==> config.mk <==
export PLATFORM = sky130hd
export DESIGN_NAME = uart_rx_param
export DESIGN_NICKNAME = d
export VERILOG_FILES = /design/src/rtl/uart_rx_param.sv
export SDC_FILE = /design/constraint.sdc
export NUM_CORES = 1
export LEC_CHECK = 0
export CORE_MARGIN = 2
export CORE_UTILIZATION = 50
export CTS_CLUSTER_SIZE = 12
export DETAILED_ROUTE_END_ITERATION = 10
export PLACE_DENSITY_LB_ADDON = 0.08
export SLEW_MARGIN = 10
export SYNTH_ARGS = -nofsm -noshare
export SYNTH_HDL_FRONTEND = slang
export SYNTH_SLANG_ARGS = --single-unit
==> constraint.sdc <==
create_clock -name mclk -period 2.8 [get_ports mclk]
set_input_delay 0.56 -clock mclk [delete_from_list [all_inputs] [get_ports mclk]]
set_output_delay 0.56 -clock mclk [all_outputs]
set_load 0.02 [all_outputs]
==> src/rtl/uart_rx_param.sv <==
// uart_rx_param: UART receiver with runtime 5..8 data bits, optional parity,
// 1/2 stop bits, 3-sample majority voting, false-start rejection and a
// show-ahead FIFO holding {perr, ferr, data} with overrun detection.
// Optional feature macro: UART_RX_BREAK_EN (break detection, break frames
// are not pushed and the receiver waits for the line to go high again).
`timescale 1ns/1ps

module uart_rx_param #(
    parameter int BAUD_W     = 16,
    parameter int FIFO_DEPTH = 16,
    localparam int AW        = $clog2(FIFO_DEPTH)
) (
    input  logic              mclk,
    input  logic              n_reset,
    input  logic [BAUD_W-1:0] baud_max_cnt,
    input  logic [1:0]        data_bits,
    input  logic [1:0]        parity_sel,
    input  logic              stop_sel,
    input  logic              read_en,
    input  logic              rxd,
    output logic [7:0]        rd_data,
    output logic              rd_perr,
    output logic              rd_ferr,
    output logic              rd_valid,
    output logic              full,
    output logic [AW:0]       level,
    output logic              overrun,
    input  logic              clr_err,
    output logic              break_det
);

`ifdef UART_RX_BREAK_EN
    localparam bit BRK_EN = 1'b1;
`else
    localparam bit BRK_EN = 1'b0;
`endif

    typedef enum logic [2:0] {
        S_IDLE, S_START, S_DATA, S_PARITY, S_STOP1, S_STOP2, S_PUSH, S_BWAIT
    } state_t;

    state_t            r_state;
    logic              r_sync1, r_rxd_s, r_rxd_d;
    logic [BAUD_W-1:0] r_cnt;
    logic              r_s0, r_s1;
    logic [7:0]        r_shift;
    logic [2:0]        r_bitn;
    logic              r_par, r_ferr, r_stop1_low, r_brk;

    logic [9:0]        r_mem [FIFO_DEPTH];
    logic [AW-1:0]     r_wp, r_rp;
    logic [AW:0]       r_level;
    logic              r_overrun;

    logic [BAUD_W-1:0] w_mid;
    logic              w_dec, w_end, w_bit, w_last, w_par_en, w_perr;
    logic              w_bitstate, w_stop1_low, w_brk_cond;
    logic              w_push, w_pop, w_wr, w_ovf, w_full;
    logic [9:0]        w_head;

    assign w_mid       = baud_max_cnt >> 1;
    assign w_dec       = (r_cnt == w_mid + BAUD_W'(1));
    assign w_end       = (r_cnt == baud_max_cnt);
    // Majority of the three samples around the bit centre.
    assign w_bit       = (r_s0 & r_s1) | (r_s0 & r_rxd_s) | (r_s1 & r_rxd_s);
    assign w_last      = (r_bitn == ({1'b0, data_bits} + 3'd4));
    assign w_par_en    = (parity_sel == 2'd1) || (parity_sel == 2'd2);
    assign w_perr      = w_par_en && ((^r_shift ^ r_par) != (parity_sel == 2'd2));
    assign w_bitstate  = (r_state == S_START) || (r_state == S_DATA) ||
                         (r_state == S_PARITY) || (r_state == S_STOP1) ||
                         (r_state == S_STOP2);
    // STOP1 level: live decision when leaving from STOP1, latched otherwise.
    assign w_stop1_low = (r_state == S_STOP1) ? !w_bit : r_stop1_low;
    assign w_brk_cond  = BRK_EN && (r_shift == 8'd0) && !r_par && w_stop1_low;

    // Two-flop synchroniser plus a delay flop for falling-edge detection.
    always_ff @(posedge mclk or negedge n_reset) begin
        if (!n_reset) begin
            r_sync1 <= 1'b1;
            r_rxd_s <= 1'b1;
            r_rxd_d <= 1'b1;
        end else begin
            r_sync1 <= rxd;
            r_rxd_s <= r_sync1;
            r_rxd_d <= r_rxd_s;
        end
    end

    // Frame FSM: bit timing, sampling, shifting and error capture.
    always_ff @(posedge mclk or negedge n_reset) begin
        if (!n_reset) begin
            r_state     <= S_IDLE;
            r_cnt       <= '0;
            r_s0        <= 1'b1;
            r_s1        <= 1'b1;
            r_shift     <= '0;
            r_bitn      <= '0;
            r_par       <= 1'b0;
            r_ferr      <= 1'b0;
            r_stop1_low <= 1'b0;
            r_brk       <= 1'b0;
        end else begin
            r_brk <= 1'b0;
            if (w_bitstate) begin
                r_cnt <= w_end ? '0 : r_cnt + BAUD_W'(1);
                if (r_cnt == w_mid - BAUD_W'(1)) r_s0 <= r_rxd_s;
                if (r_cnt == w_mid)              r_s1 <= r_rxd_s;
            end
            case (r_state)
                S_IDLE: begin
                    if (r_rxd_d && !r_rxd_s) begin
                        r_state     <= S_START;
                        r_cnt       <= '0;
                        r_shift     <= '0;
                        r_bitn      <= '0;
                        r_par       <= 1'b0;
                        r_ferr      <= 1'b0;
                        r_stop1_low <= 1'b0;
                    end
                end
                S_START: begin
                    if (w_dec && w_bit) begin
                        r_state <= S_IDLE;
                        r_cnt   <= '0;
                    end else if (w_end) begin
                        r_state <= S_DATA;
                    end
                end
                S_DATA: begin
                    if (w_dec) r_shift[r_bitn] <= w_bit;
                    if (w_end) begin
                        if (w_last) r_state <= w_par_en ? S_PARITY : S_STOP1;
                        else        r_bitn  <= r_bitn + 3'd1;
                    end
                end
                S_PARITY: begin
                    if (w_dec) r_par <= w_bit;
                    if (w_end) r_state <= S_STOP1;
                end
                S_STOP1: begin
                    if (w_dec) begin
                        r_ferr      <= !w_bit;
                        r_stop1_low <= !w_bit;
                        if (!stop_sel) begin
                            r_state <= S_PUSH;
                            r_brk   <= w_brk_cond;
                        end
                    end else if (w_end && stop_sel) begin
                        r_state <= S_STOP2;
                    end
                end
                S_STOP2: begin
                    if (w_dec) begin
                        r_ferr  <= r_ferr | !w_bit;
                        r_state <= S_PUSH;
                        r_brk   <= w_brk_cond;
                    end
                end
                S_PUSH: begin
                    r_cnt   <= '0;
                    r_state <= (BRK_EN && r_brk) ? S_BWAIT : S_IDLE;
                end
                S_BWAIT: begin
                    if (r_rxd_s) r_state <= S_IDLE;
                end
                default: r_state <= S_IDLE;
            endcase
        end
    end

    assign w_full = (r_level == (AW+1)'(FIFO_DEPTH));
    assign w_push = (r_state == S_PUSH) && !r_brk;
    assign w_pop  = read_en && (r_level != '0);
    assign w_wr   = w_push && (!w_full || w_pop);
    assign w_ovf  = w_push && w_full && !w_pop;

    // FIFO storage: entries are {perr, ferr, data}.
    always_ff @(posedge mclk) begin
        if (w_wr) r_mem[r_wp] <= {w_perr, r_ferr, r_shift};
    end

    // FIFO pointers, occupancy and sticky overrun (set wins over clear).
    always_ff @(posedge mclk or negedge n_reset) begin
        if (!n_reset) begin
            r_wp      <= '0;
            r_rp      <= '0;
            r_level   <= '0;
            r_overrun <= 1'b0;
        end else begin
            if (w_wr)  r_wp <= r_wp + AW'(1);
            if (w_pop) r_rp <= r_rp + AW'(1);
            r_level <= r_level + (AW+1)'(w_wr) - (AW+1)'(w_pop);
            if (w_ovf)        r_overrun <= 1'b1;
            else if (clr_err) r_overrun <= 1'b0;
        end
    end

    assign w_head   = r_mem[r_rp];
    assign rd_valid = (r_level != '0);
    assign rd_data  = rd_valid ? w_head[7:0] : 8'd0;
    assign rd_ferr  = rd_valid & w_head[8];
    assign rd_perr  = rd_valid & w_head[9];
    assign full     = w_full;
    assign level    = r_level;
    assign overrun  = r_overrun;
`ifdef UART_RX_BREAK_EN
    assign break_det = r_brk;
`else
    assign break_det = 1'b0;
`endif

endmodule

Word level (Yosys, flattened, before mapping)

Memory sizes are Yosys's and may differ from the RTL's.
Index checks and enable logic that the tools add are counted.
Widths: inputs -> output; s select.

Bits in writable memories: 160
Memories kept: 1
Input port bits: 26
Logic and storage cells: 137
Bits in registers: 51

Memory list:

| name  | depth | bits a word | rd ports | clocked after Yosys merged registers in | write ports | line | text |
|---|---|---|---|---|---|---|---|
| r_mem | 16    | 10          | 1        | 0                                       | 1           | 50   | `logic [9:0] r_mem [FIFO_DEPTH];` |

Reduce and logical (&&, ||, !) cells: 33
Equality and inequality tests: 29
Order comparisons: 2
Add/sub/neg operators: 9
Muxes and demuxes: 39
Bitwise operators: 9

Operators by type and width:

| kind                  | count |
|---|---|
| $mux 16               | 4 |
| $eq 16x16->1          | 3 |
| $pmux 16 s3           | 1 |
| $mux 3                | 15 |
| $mux 8                | 3 |
| $pmux 3 s8            | 1 |
| $ne 2x2->1 const B    | 10 |
| $add 15x1->16 const B | 1 |
| $add 16x1->16 const B | 1 |
| $eq 16x15->1          | 1 |
| $pmux 8 s2            | 1 |
| $sub 15x1->16 const B | 1 |
| $eq 3x3->1 const B    | 4 |
| $logic_and 1x1->1     | 9 |
| $mux 1                | 9 |
| $reduce_and 9->1      | 1 |
| $add 4x1->4 const B   | 2 |
| $bwmux 8              | 1 |
| $reduce_and 4->1      | 2 |
| $reduce_xor 8->1      | 1 |
| $eq 3x2->1 const B    | 2 |
| $logic_or 1x1->1      | 6 |
| $ne 3x2->1 const B    | 2 |
| $pmux 3 s2            | 1 |
| other kinds (26)      | 39 |

Longest topological paths before layout

Gate-level depths: netlist of the first run.

Depth after elaboration: 8
Gate-level depth with buffers: 15
Gate-level depth less buffers: 14

Worst setup path before layout of the first run

No wires, ideal clock.

Kind: input -> register
From: input baud_max_cnt[2]
To: register r_cnt[3]
Path buffers: 2
Stages on the path: 12
Arrival time: 3.228 ns
Slack: -0.547 ns
Cell sequence: clkbuf_1 > inv_1 > ha_1 > xor2_1 > nand2b_1 > a2111oi_0 > o21ai_0 > nor4_4 > a21boi_1 > o41ai_4 > buf_4 > nor2_1

Longest elaborated chain between the ends: 5

Ends and longest elaborated chain:

| element                                       | line     | text |
|---|---|---|
| start, declared                               | 15       | `input logic [BAUD_W-1:0] baud_max_cnt,` |
| $add 15x1->16 or $eq 16x16->1 (tied branches) | 62, 63   |  |
| $eq 16x16->1 or $mux 16 (tied branches)       | 62, 105  |  |
| $logic_and 1x1->1 or $mux 16 (tied branches)  | 122, 104 |  |
| $mux 16, on equally long branches             | 122, 111 |  |
| $pmux 16 s3 (*)                               | 109      | `case (r_state)` |
| end signal, assigned                          | 105      | `r_cnt <= w_end ? '0 : r_cnt + BAUD_W'(1);` |
| end, declared                                 | 44       | `logic [BAUD_W-1:0] r_cnt;` |

Every way passes the cells marked *; elsewhere a longest branch is shown, timed or not.
A chain may end at the register's enable or synchronous reset.

Worst setup path after layout of the first run

From: register r_rp[0]
To: output rd_data[4]

Longest elaborated chain between the ends: 2

Ends and longest elaborated chain:

| element                | line | text |
|---|---|---|
| start, declared        | 51   | `logic [AW-1:0] r_wp, r_rp;` |
| start signal, assigned | 191  | `if (w_pop) r_rp <= r_rp + AW'(1);` |
| $mem_v2 16x10          | --   |  |
| $mux 8                 | 200  | `assign rd_data = rd_valid ? w_head[7:0] : 8'd0;` |
| end, declared          | 21   | `output logic [7:0] rd_data,` |

No other way between the ends.

==> impl_metrics.env, run 1 <==
export IMPL_cts_path_max_buffers=3
export IMPL_worst_slack_ns=-0.287
export IMPL_syn_nets=805
export IMPL_ios=45
export IMPL_die_area_um2=22100
export IMPL_yosysSeqAreaShare_pct=58.2
export IMPL_rr_endpoint="r_shift[0]"
export IMPL_required_ns=2.24
export IMPL_final_util_pct=67.2
export IMPL_gp_congestion=0.923
export IMPL_path_max_fanout=5
export IMPL_antenna_found_initial=0
export IMPL_cp_arrival_ns=2.53
export IMPL_fin_skew_ns=0.0169
export IMPL_syn_to_final_growth_pct=30.7
export IMPL_clock_sinks=211
export IMPL_drc=0
export IMPL_period_needed_ns=3.09
export IMPL_core_area_um2=20400
export IMPL_clk_pin_slew_ns=0.07
export IMPL_r2r_slack_ns=-0.15
export IMPL_synth_distinct_cells=69
export IMPL_clkLatencyLatePin_ns=0.52
export IMPL_ant_nets=0
export IMPL_setup_viol=30
export IMPL_initialDrtViolationCount=363
export IMPL_p_per_area_nw_per_um2=893
export IMPL_initial_core_util_pct=51.4
export IMPL_cts_hold_buf=0
export IMPL_viasPerCell=5.67
export IMPL_wl_um=26100
export IMPL_synthFlopType="edfxtp_1"
export IMPL_ir_worst_vdd_mv=0.492
export IMPL_endpoint_kind="primary output"
export IMPL_firstDrtPassIters=5
export IMPL_rsz0062_at_grt="true"
export IMPL_antennaDiodeCount=0
export IMPL_postSynthCellCount=762
export IMPL_hold_viol_final=0
export IMPL_cts_root_buffer="clkbuf_16"
export IMPL_start_kind="flip-flop"
export IMPL_drv_slew=0
export IMPL_worstMarginPinSlew_ns=0.921
export IMPL_synth_edff_count=160
export IMPL_fmax_ghz=0.324
export IMPL_fp_dieW_um=149
export IMPL_grt_pass1_wl_um=40400
export IMPL_grt_overflow_total=0
export IMPL_die_height_um=149
export IMPL_crit_start="r_rp[0]"
export IMPL_crit_type="flip-flop to primary output"
export IMPL_grt_pass1_vias=7213
export IMPL_instances_no_fill=1219
export IMPL_track_usage_pct=24.1
export IMPL_grt_start_max_net_pins=40
export IMPL_io_buffers=43
export IMPL_crit_path_end="rd_data[4]"
export IMPL_violations="negative setup slack"
export IMPL_slew_headroom_pct=38.6
export IMPL_hold_class="input pin to async pin"
export IMPL_fp_row_count=52
export IMPL_maxCapViolations=0
export IMPL_cts_tree="done"
export IMPL_drive_gt1_share_pct=37.3
export IMPL_reg2reg_from="r_cnt[11]"
export IMPL_via_count=6908
export IMPL_syn_area_um2=10500
export IMPL_cts_htree_levels=1
export IMPL_async_reset_ff_share_pct=24.2
export IMPL_status="complete, but fails checks"
export IMPL_dp_hpwl_um=18000
export IMPL_synth_warning_count=0
export IMPL_placed_cells=1158
export IMPL_layout_worst_path_cycle_share_pct=110
export IMPL_routedWlPerCell_um=21.4
export IMPL_cts_buffers=24
export IMPL_p_leak_nw=5.01
export IMPL_rr_worst_depth=9
export IMPL_finalNetCount=976
export IMPL_synth_area_per_cell_um2=13.7
export IMPL_ys_ff_latch=211
## report_power, final
part | switching (mW) | total, mW | internal (mW)
Clock | 1.19 | 2.91 | 1.72
Sequential | 0.410 | 4.37 | 3.96
Combinational | 2.34 | 4.93 | 2.58
Total | 3.94 | 12.2 | 8.27
## cell type report
cell class / count / area [um^2]
flip-flops and latches: 211 / 6090
well taps: 270 / 338
clock buffers: 32 / 652
fillers: 1468 / 6680
clock inverters: 10 / 78.8
inverters: 21 / 85.1
repair buffers: 201 / 1980
multi-input cells: 474 / 4460
## synthesized netlist by cell type (15+ instances only)
| cell type | instances | area, um^2 |
|---|---|---|
| nand2_1 | 33 | 124 |
| and2_1 | 31 | 194 |
| nand2b_1 | 15 | 93.8 |
| buf_2 | 15 | 75.1 |
| clkbuf_1 | 31 | 116 |
| xnor2_1 | 54 | 473 |
| o21ai_0 | 26 | 130 |
| ha_1 | 16 | 200 |
| xor2_1 | 24 | 210 |
| nand3_1 | 18 | 90.1 |
| mux4_2 | 50 | 1130 |
| dfrtp_1 | 46 | 1150 |
| a21oi_1 | 23 | 115 |
| inv_1 | 21 | 78.8 |
| nor2_1 | 41 | 154 |
| edfxtp_1 | 160 | 4800 |
## metrics by stage
step                      power [mW]  hold slack, ns  worst slack (ns)  cell area, um^2  setup TNS [ns]
after global routing            12.8           0.251            -0.335            13700           -7.50
after global placement          8.53           0.349             -1.08            12400          -26.57
after detailed placement        8.66           0.351             -1.17            12400          -28.48
after floorplan                 7.00           0.264            -0.223            10600           -2.66
final                           12.2           0.187            -0.287            13700           -4.17
after CTS                       12.1           0.199            -0.328            13400           -2.88
## layer usage
| layer | vias up | global-route usage [%] | routed length [um] |
|---|---|---|---|
| li1 | 3207 | - | - |
| met1 | 3468 | 29.7 | 10300 |
| met2 | 188 | 44.5 | 14000 |
| met3 | 45 | 2.61 | 1050 |
| met4 | 0 | 7.52 | 761 |
| met5 | - | 0 | 0 |
## state kept, by name, indices dropped and copies added, names as in the netlist, 3 cells and up
name / flops
r_state: 3
level: 5
r_cnt: 16
r_rp: 4
r_mem: 160
r_bitn: 3
r_shift: 8
r_wp: 4
## worst min path at each step
stage / to / slack [ns] / cells after the start
detailed placement: r_rxd_s / 0.35 / 0
global placement: r_rxd_s / 0.35 / 0
floorplan: level[0] / 0.26 / 0
finish: r_cnt[6] / 0.19 / 1
global route: r_cnt[6] / 0.25 / 1
CTS: r_cnt[6] / 0.20 / 1
## critical path, cell delays in order (launching register included)
cell and delay, ns:
dfrtp_2 0.40, buf_12 0.14, buf_12 0.13, mux4_2 0.54, mux4_2 0.51, and2_4 0.18, buf_6 0.12
## cell families (layout without fill, tap and decap cells)
| family | Yosys count | in the layout | synth area share [%] |
|---|---|---|---|
| AO/OA/AOI/OAI | 94 | 94 | 5.97 |
| XOR/XNOR | 79 | 79 | 6.68 |
| adder cells (fa/ha/maj) | 18 | 18 | 2.20 |
| buffers and inverters | 77 | 264 | 3.12 |
| flip-flops | 211 | 211 | 58.2 |
| multiplexers | 63 | 63 | 12.1 |
| other | 1 | 1 | 0.0358 |
| AND/OR/NAND/NOR | 219 | 219 | 11.8 |
## cell usage in the layout (no fill, tap or decap), types with 22 or more instances in the layout
cell / count
edfxtp_1: 160
buf_4: 124
xnor2_1: 51
mux4_2: 50
dfrtp_1: 43
nor2_1: 32
nand2_1: 31
clkbuf_16: 27
xor2_1: 22
## timing repair
item / CTS / global route
setup endpoints to repair: 40 / 34
pin swaps: 9 / 27
cloned: 4 / 1
buffers inserted: 7 / 8
gates resized for setup: 125 / 62
Power figures use the tool's default switching activity.
==> run 2, diff against run 1 <==
- CORE_MARGIN: 2 -> 3
- clock period: 2.8 -> 2.5 ns (I/O delays scaled with it)
==> run 2 against run 1 <==
Compared with the run above: the run still ends with negative setup slack left; non-clock buffer count rose by 25; sequential power rose by 7.6%; power rose by 17%.
==> impl_metrics.env, run 2 (same netlist as run 1, synthesis figures left out) <==
export IMPL_ant_nets=0
export IMPL_finalNetCount=1000
export IMPL_r2r_slack_ns=-0.26
export IMPL_p_total_mw=14.2
export IMPL_cts_htree_levels=1
export IMPL_firstDrtPassIters=5
export IMPL_endpoint_kind="primary output"
export IMPL_routedWlPerCell_um=21.7
export IMPL_fp_row_count=52
export IMPL_hold_class="flip-flop to flip-flop"
export IMPL_start_kind="flip-flop"
export IMPL_clk_pin_slew_ns=0.06
export IMPL_ir_worst_vdd_mv=0.859
export IMPL_clkLatencyLatePin_ns=0.51
export IMPL_fmax_ghz=0.323
export IMPL_p_leak_nw=5.23
export IMPL_fin_skew_ns=0.0167
export IMPL_combPwrFrac_pct=42.7
export IMPL_slowest_stage="mux4_2"
export IMPL_layout_worst_path_cycle_share_pct=124
export IMPL_gp_congestion=1.04
export IMPL_timing_setup_tns_ns=-10.94
export IMPL_status="complete, but fails checks"
export IMPL_clockPowerShare_pct=24.3
export IMPL_seqPwrFrac_pct=33.0
export IMPL_p_sw_share_pct=32.0
export IMPL_setup_viol=38
export IMPL_reg_top3="r_mem x160, r_cnt x16, r_shift x8"
export IMPL_pre_cts_slack_ns=-1.17
export IMPL_reg2reg_from="r_cnt[11]"
export IMPL_dpl_cell_area_um2=12500
export IMPL_slew_headroom_pct=57.2
export IMPL_drive_gt1_share_pct=42.3
export IMPL_path_max_fanout=5
export IMPL_path_common_cell="buf_12"
export IMPL_initial_core_util_pct=51.2
export IMPL_wl_um=26900
export IMPL_rsz0062_at_grt="true"
export IMPL_period_needed_ns=3.10
export IMPL_rr_endpoint="r_cnt[9]"
export IMPL_worstMarginPinSlew_ns=0.641
export IMPL_p_per_area_nw_per_um2=1000
export IMPL_final_common_cell="edfxtp_1"
export IMPL_worst_slack_ns=-0.601
export IMPL_crit_type="flip-flop to primary output"
export IMPL_drv_slew=0
export IMPL_holdPathStages=0
export IMPL_grt_overflow_total=0
export IMPL_violations="negative setup slack"
export IMPL_layout_common_cells="160 x edfxtp_1, 141 x buf_4, 50 x mux4_2, 49 x xnor2_1, 41 x dfrtp_1"
export IMPL_required_ns=2.00
export IMPL_largest_register="r_mem"
export IMPL_p_sw_mw=4.55
export IMPL_critPathMaxStageDelay_ns=0.50
export IMPL_track_usage_pct=23.5
export IMPL_final_util_pct=69.6
export IMPL_clock_sinks=211
export IMPL_dp_hpwl_um=17900
export IMPL_antenna_found_initial=0
export IMPL_path_cells="buf_12 > buf_12 > buf_12 > mux4_2 > mux4_2 > and2_4 > buf_6"
export IMPL_syn_to_final_growth_pct=35.8
export IMPL_largest_reg_flops=160
export IMPL_hold_path_end="r_rxd_s"
export IMPL_viasPerCell=5.69
export IMPL_die_height_um=151
export IMPL_hold_viol_final=0
export IMPL_n_fill_cell=1402
export IMPL_core_area_um2=20400
export IMPL_placed_cells=1167
export IMPL_cp_arrival_ns=2.60
export IMPL_die_area_um2=22700
export IMPL_min_from="r_sync1"
export IMPL_finalInstanceArea_um2=14200
export IMPL_initialDrtViolationCount=380
export IMPL_rr_worst_depth=12
export IMPL_via_count=7058
export IMPL_cts_path_max_buffers=3
export IMPL_p_int_mw=9.69
export IMPL_grt_start_max_net_pins=52
export IMPL_io_buffers=43
export IMPL_fp_dieW_um=151
export IMPL_cts_root_buffer="clkbuf_16"
export IMPL_ios=45
export IMPL_hold_slack_ns=0.362
export IMPL_cts_buffers=23
export IMPL_maxCapViolations=0
export IMPL_grt_pass1_wl_um=40700
export IMPL_grt_pass1_vias=7340
export IMPL_instances_no_fill=1241
export IMPL_drc=0
export IMPL_antennaDiodeCount=0
export IMPL_cts_tree="done"
[run 2: power groups by stage]
stage	logic (mW)	registers, mW	clock network [mW]
2_1_floorplan	3.03	4.86	0
3_3_place_gp	4.82	4.74	0
4_1_cts	5.70	4.69	3.50
3_5_place_dp	4.96	4.76	0
6_report	6.08	4.70	3.46
5_1_grt	6.52	4.73	3.66
[run 2: cell type report]
class / instances / area, um^2 / share of cell area [%]
timing repair buffer: 226 / 2210 / 15.5
multi-input combinational: 474 / 4720 / 33.2
clock inverter: 8 / 153 / 1.07
clock buffer: 31 / 616 / 4.33
tap: 270 / 338 / 2.38
sequential: 211 / 6090 / 42.9
inverter: 21 / 83.8 / 0.590
[run 2: worst max-delay path, delay by kind of cell, from the launching register on]
kind / cells / cell delay, ns
mux: 2 / 0.95
buf+inv: 4 / 0.52
flops: 1 / 0.43
simple gates: 1 / 0.18
[run 2: what timing repair did]
action	in CTS	in global routing
hold buffers	1	0
resized for setup	188	60
endpoints found under the setup margin	43	59
hold endpoints to repair	26	0
pin swaps	34	23
gates cloned	3	1
buffers inserted	22	13
[run 2: per-layer routing]
metal / up-vias / global-route usage [%] / share of wire, %
li1: 3250 / - / -
met1: 3551 / 28.5 / 39
met2: 194 / 43.2 / 53
met3: 63 / 3.58 / 4.3
met4: 0 / 7.52 / 3.6
met5: - / 0 / 0
[run 2: worst max path at each step]
| stage | start | end | slack (ns) | cells past startpoint |
|---|---|---|---|---|
| 4_1_cts | r_rp[0] | rd_ferr | -0.62 | 7 |
| 6_report | r_rp[0] | rd_ferr | -0.60 | 7 |
| 5_1_grt | r_rp[0] | rd_data[4] | -0.66 | 7 |
| 2_1_floorplan | baud_max_cnt[2] | r_shift[2] | -0.46 | 12 |
| 3_5_place_dp | baud_max_cnt[1] | r_shift[3] | -1.17 | 10 |
| 3_3_place_gp | baud_max_cnt[7] | r_shift[5] | -1.13 | 10 |
==> run 3, diff against run 2 <==
- CORE_ASPECT_RATIO: default -> 1.75
==> run 3 against run 2 <==
Compared with the run above: design area decreased by 1.9%; clock skew rose by 0.00068 ns; maximum frequency decreased by 0.66%; global-route usage up 2.0 points; the run still ends with negative setup slack left; die area increased by 0.30%; power decreased by 4.4%; sequential share of layout area grew 0.86 points; via count down 0.45%; worst setup slack worse by 0.021 ns; critical endpoint is now rd_data[4]; core utilization decreased by 1.4 points.
==> impl_metrics.env, run 3 (same netlist as run 1, synthesis figures left out) <==
export IMPL_die_height_um=197
export IMPL_final_common_cell="edfxtp_1"
export IMPL_gp_congestion=0.968
export IMPL_hold_slack_ns=0.123
export IMPL_largest_register="r_mem"
export IMPL_hold_class="input pin to async pin"
export IMPL_cts_path_max_buffers=3
export IMPL_fin_skew_ns=0.0174
export IMPL_grt_start_max_net_pins=52
export IMPL_cp_arrival_ns=2.62
export IMPL_violations="negative setup slack"
export IMPL_core_area_um2=20500
export IMPL_layout_common_cells="160 x edfxtp_1, 139 x buf_4, 50 x mux4_2, 49 x xnor2_1, 40 x nor2_1"
export IMPL_via_count=7026
export IMPL_io_buffers=43
export IMPL_routedWlPerCell_um=23.2
export IMPL_clk_pin_slew_ns=0.06
export IMPL_clkLatencyLatePin_ns=0.50
export IMPL_finalNetCount=1000
export IMPL_drv_slew=0
export IMPL_firstDrtPassIters=4
export IMPL_initial_core_util_pct=51.2
export IMPL_grt_pass1_wl_um=43200
export IMPL_clock_sinks=211
export IMPL_endpoint_kind="primary output"
export IMPL_layout_worst_path_cycle_share_pct=125
export IMPL_grt_pass1_vias=7684
export IMPL_reg_top3="r_mem x160, r_cnt x16, r_shift x8"
export IMPL_status="complete, but fails checks"
export IMPL_rsz0062_at_grt="true"
export IMPL_cts_hold_buf=0
export IMPL_cts_buffers=22
export IMPL_fp_dieW_um=115
export IMPL_largest_reg_flops=160
export IMPL_p_per_area_nw_per_um2=976
export IMPL_hold_viol_final=0
export IMPL_n_fill_cell=1477
export IMPL_worstMarginPinSlew_ns=0.686
export IMPL_dp_hpwl_um=21300
export IMPL_maxCapViolations=0
export IMPL_p_leak_nw=5.18
export IMPL_die_area_um2=22800
export IMPL_setup_viol=38
export IMPL_drc=0
export IMPL_cts_htree_levels=1
export IMPL_cts_root_buffer="clkbuf_16"
export IMPL_period_needed_ns=3.12
export IMPL_start_kind="flip-flop"
export IMPL_cts_tree="done"
export IMPL_initialDrtViolationCount=469
export IMPL_path_max_fanout=6
export IMPL_ir_worst_vdd_mv=0.538
export IMPL_ios=45
export IMPL_fmax_ghz=0.320
export IMPL_wl_um=28300
export IMPL_slew_headroom_pct=54.3
export IMPL_p_total_mw=13.6
export IMPL_grt_overflow_total=0
export IMPL_ff_latch_area_um2=6100
export IMPL_crit_type="flip-flop to primary output"
export IMPL_track_usage_pct=25.5
export IMPL_multi_input_area_um2=4640
export IMPL_viasPerCell=5.75
export IMPL_worst_slack_ns=-0.621
export IMPL_required_ns=2.00
export IMPL_dpl_cell_area_um2=12500
export IMPL_antenna_found_initial=0
export IMPL_antennaDiodeCount=0
export IMPL_fp_row_count=69
export IMPL_ant_nets=0
export IMPL_finalInstanceArea_um2=13900
export IMPL_drive_gt1_share_pct=40.8
export IMPL_syn_to_final_growth_pct=33.3
-- run 3: changes by cell type in the layout (fill, tap and decap cells not counted), moves of 3 or more --
cell,previous run,this run
nor2_1,25,40
nor2_2,12,1
clkbuf_1,7,14
buf_6,22,27
buf_12,26,22
buf_8,1,5
bufinv_16,4,0
nor2_4,4,0
buf_2,8,5
clkbuf_2,1,4
dfrtp_1,41,38
dfrtp_2,5,8
nor4_2,5,2
-- run 3: stage by stage --
| step | setup slack, ns | utilization (%) | std cells | setup TNS [ns] |
|---|---|---|---|---|
| detailed placement | -1.17 | 61.2 | 1151 | -43.49 |
| floorplan | -0.462 | - | 762 | -8.41 |
| finish | -0.621 | 68.2 | 1221 | -11.35 |
| global placement | -1.08 | 61.2 | 1151 | -39.66 |
| global route | -0.670 | 68.2 | 1221 | -14.72 |
| CTS | -0.670 | 67.1 | 1208 | -10.35 |
-- run 3: cell type report --
class	instances	share of cell area (%)
tap	248	2.22
inverter	21	0.601
multi-input combinational	474	33.2
timing repair inverter	1	0.0359
clock inverter	4	0.278
sequential	211	43.7
clock buffer	36	4.32
timing repair buffer	226	15.6
-- run 3: final timing paths --
path                            startpoint    endpoint  cells past startpoint  slack [ns]
worst max-delay path               r_rp[0]  rd_data[4]                      6       -0.62
worst min-delay path               n_reset   r_cnt[13]                      2        0.12
worst max register to register   r_cnt[11]    r_cnt[9]                     10       -0.26
worst min register to register     r_sync1     r_rxd_s                      0        0.36
max in group asynchronous          n_reset    r_cnt[2]                      2        1.87
min in group mclk                  r_sync1     r_rxd_s                      0        0.36
-- run 3: report_power, final --
group,total (mW),internal (mW),switching [mW]
clock network,2.95,1.66,1.29
logic,5.84,3.06,2.78
registers,4.82,4.44,0.373
total,13.6,9.16,4.45
-- run 3: per-layer routing --
metal	global-route usage [%]	vias to the layer above	share of wire, %
met4	17.6	0	8.0
met3	2.70	92	2.8
met1	24.1	3512	32
met2	49.3	169	57
li1	-	3253	-
met5	0	-	0
-- run 3: worst max-delay path: stages, from the launching register on --
cell and delay [ns]:
dfrtp_2 0.48, buf_6 0.17, buf_12 0.13, mux4_2 0.52, mux4_2 0.53, and2_4 0.17
buf_6 0.12
-- run 3: timing repair --
action | in CTS | in global routing
gates cloned | 1 | 1
resized for setup | 183 | 50
endpoints found under the hold margin | 0 | 0
endpoints found under the setup margin | 44 | 46
pin swaps | 33 | 26
buffers inserted | 16 | 12
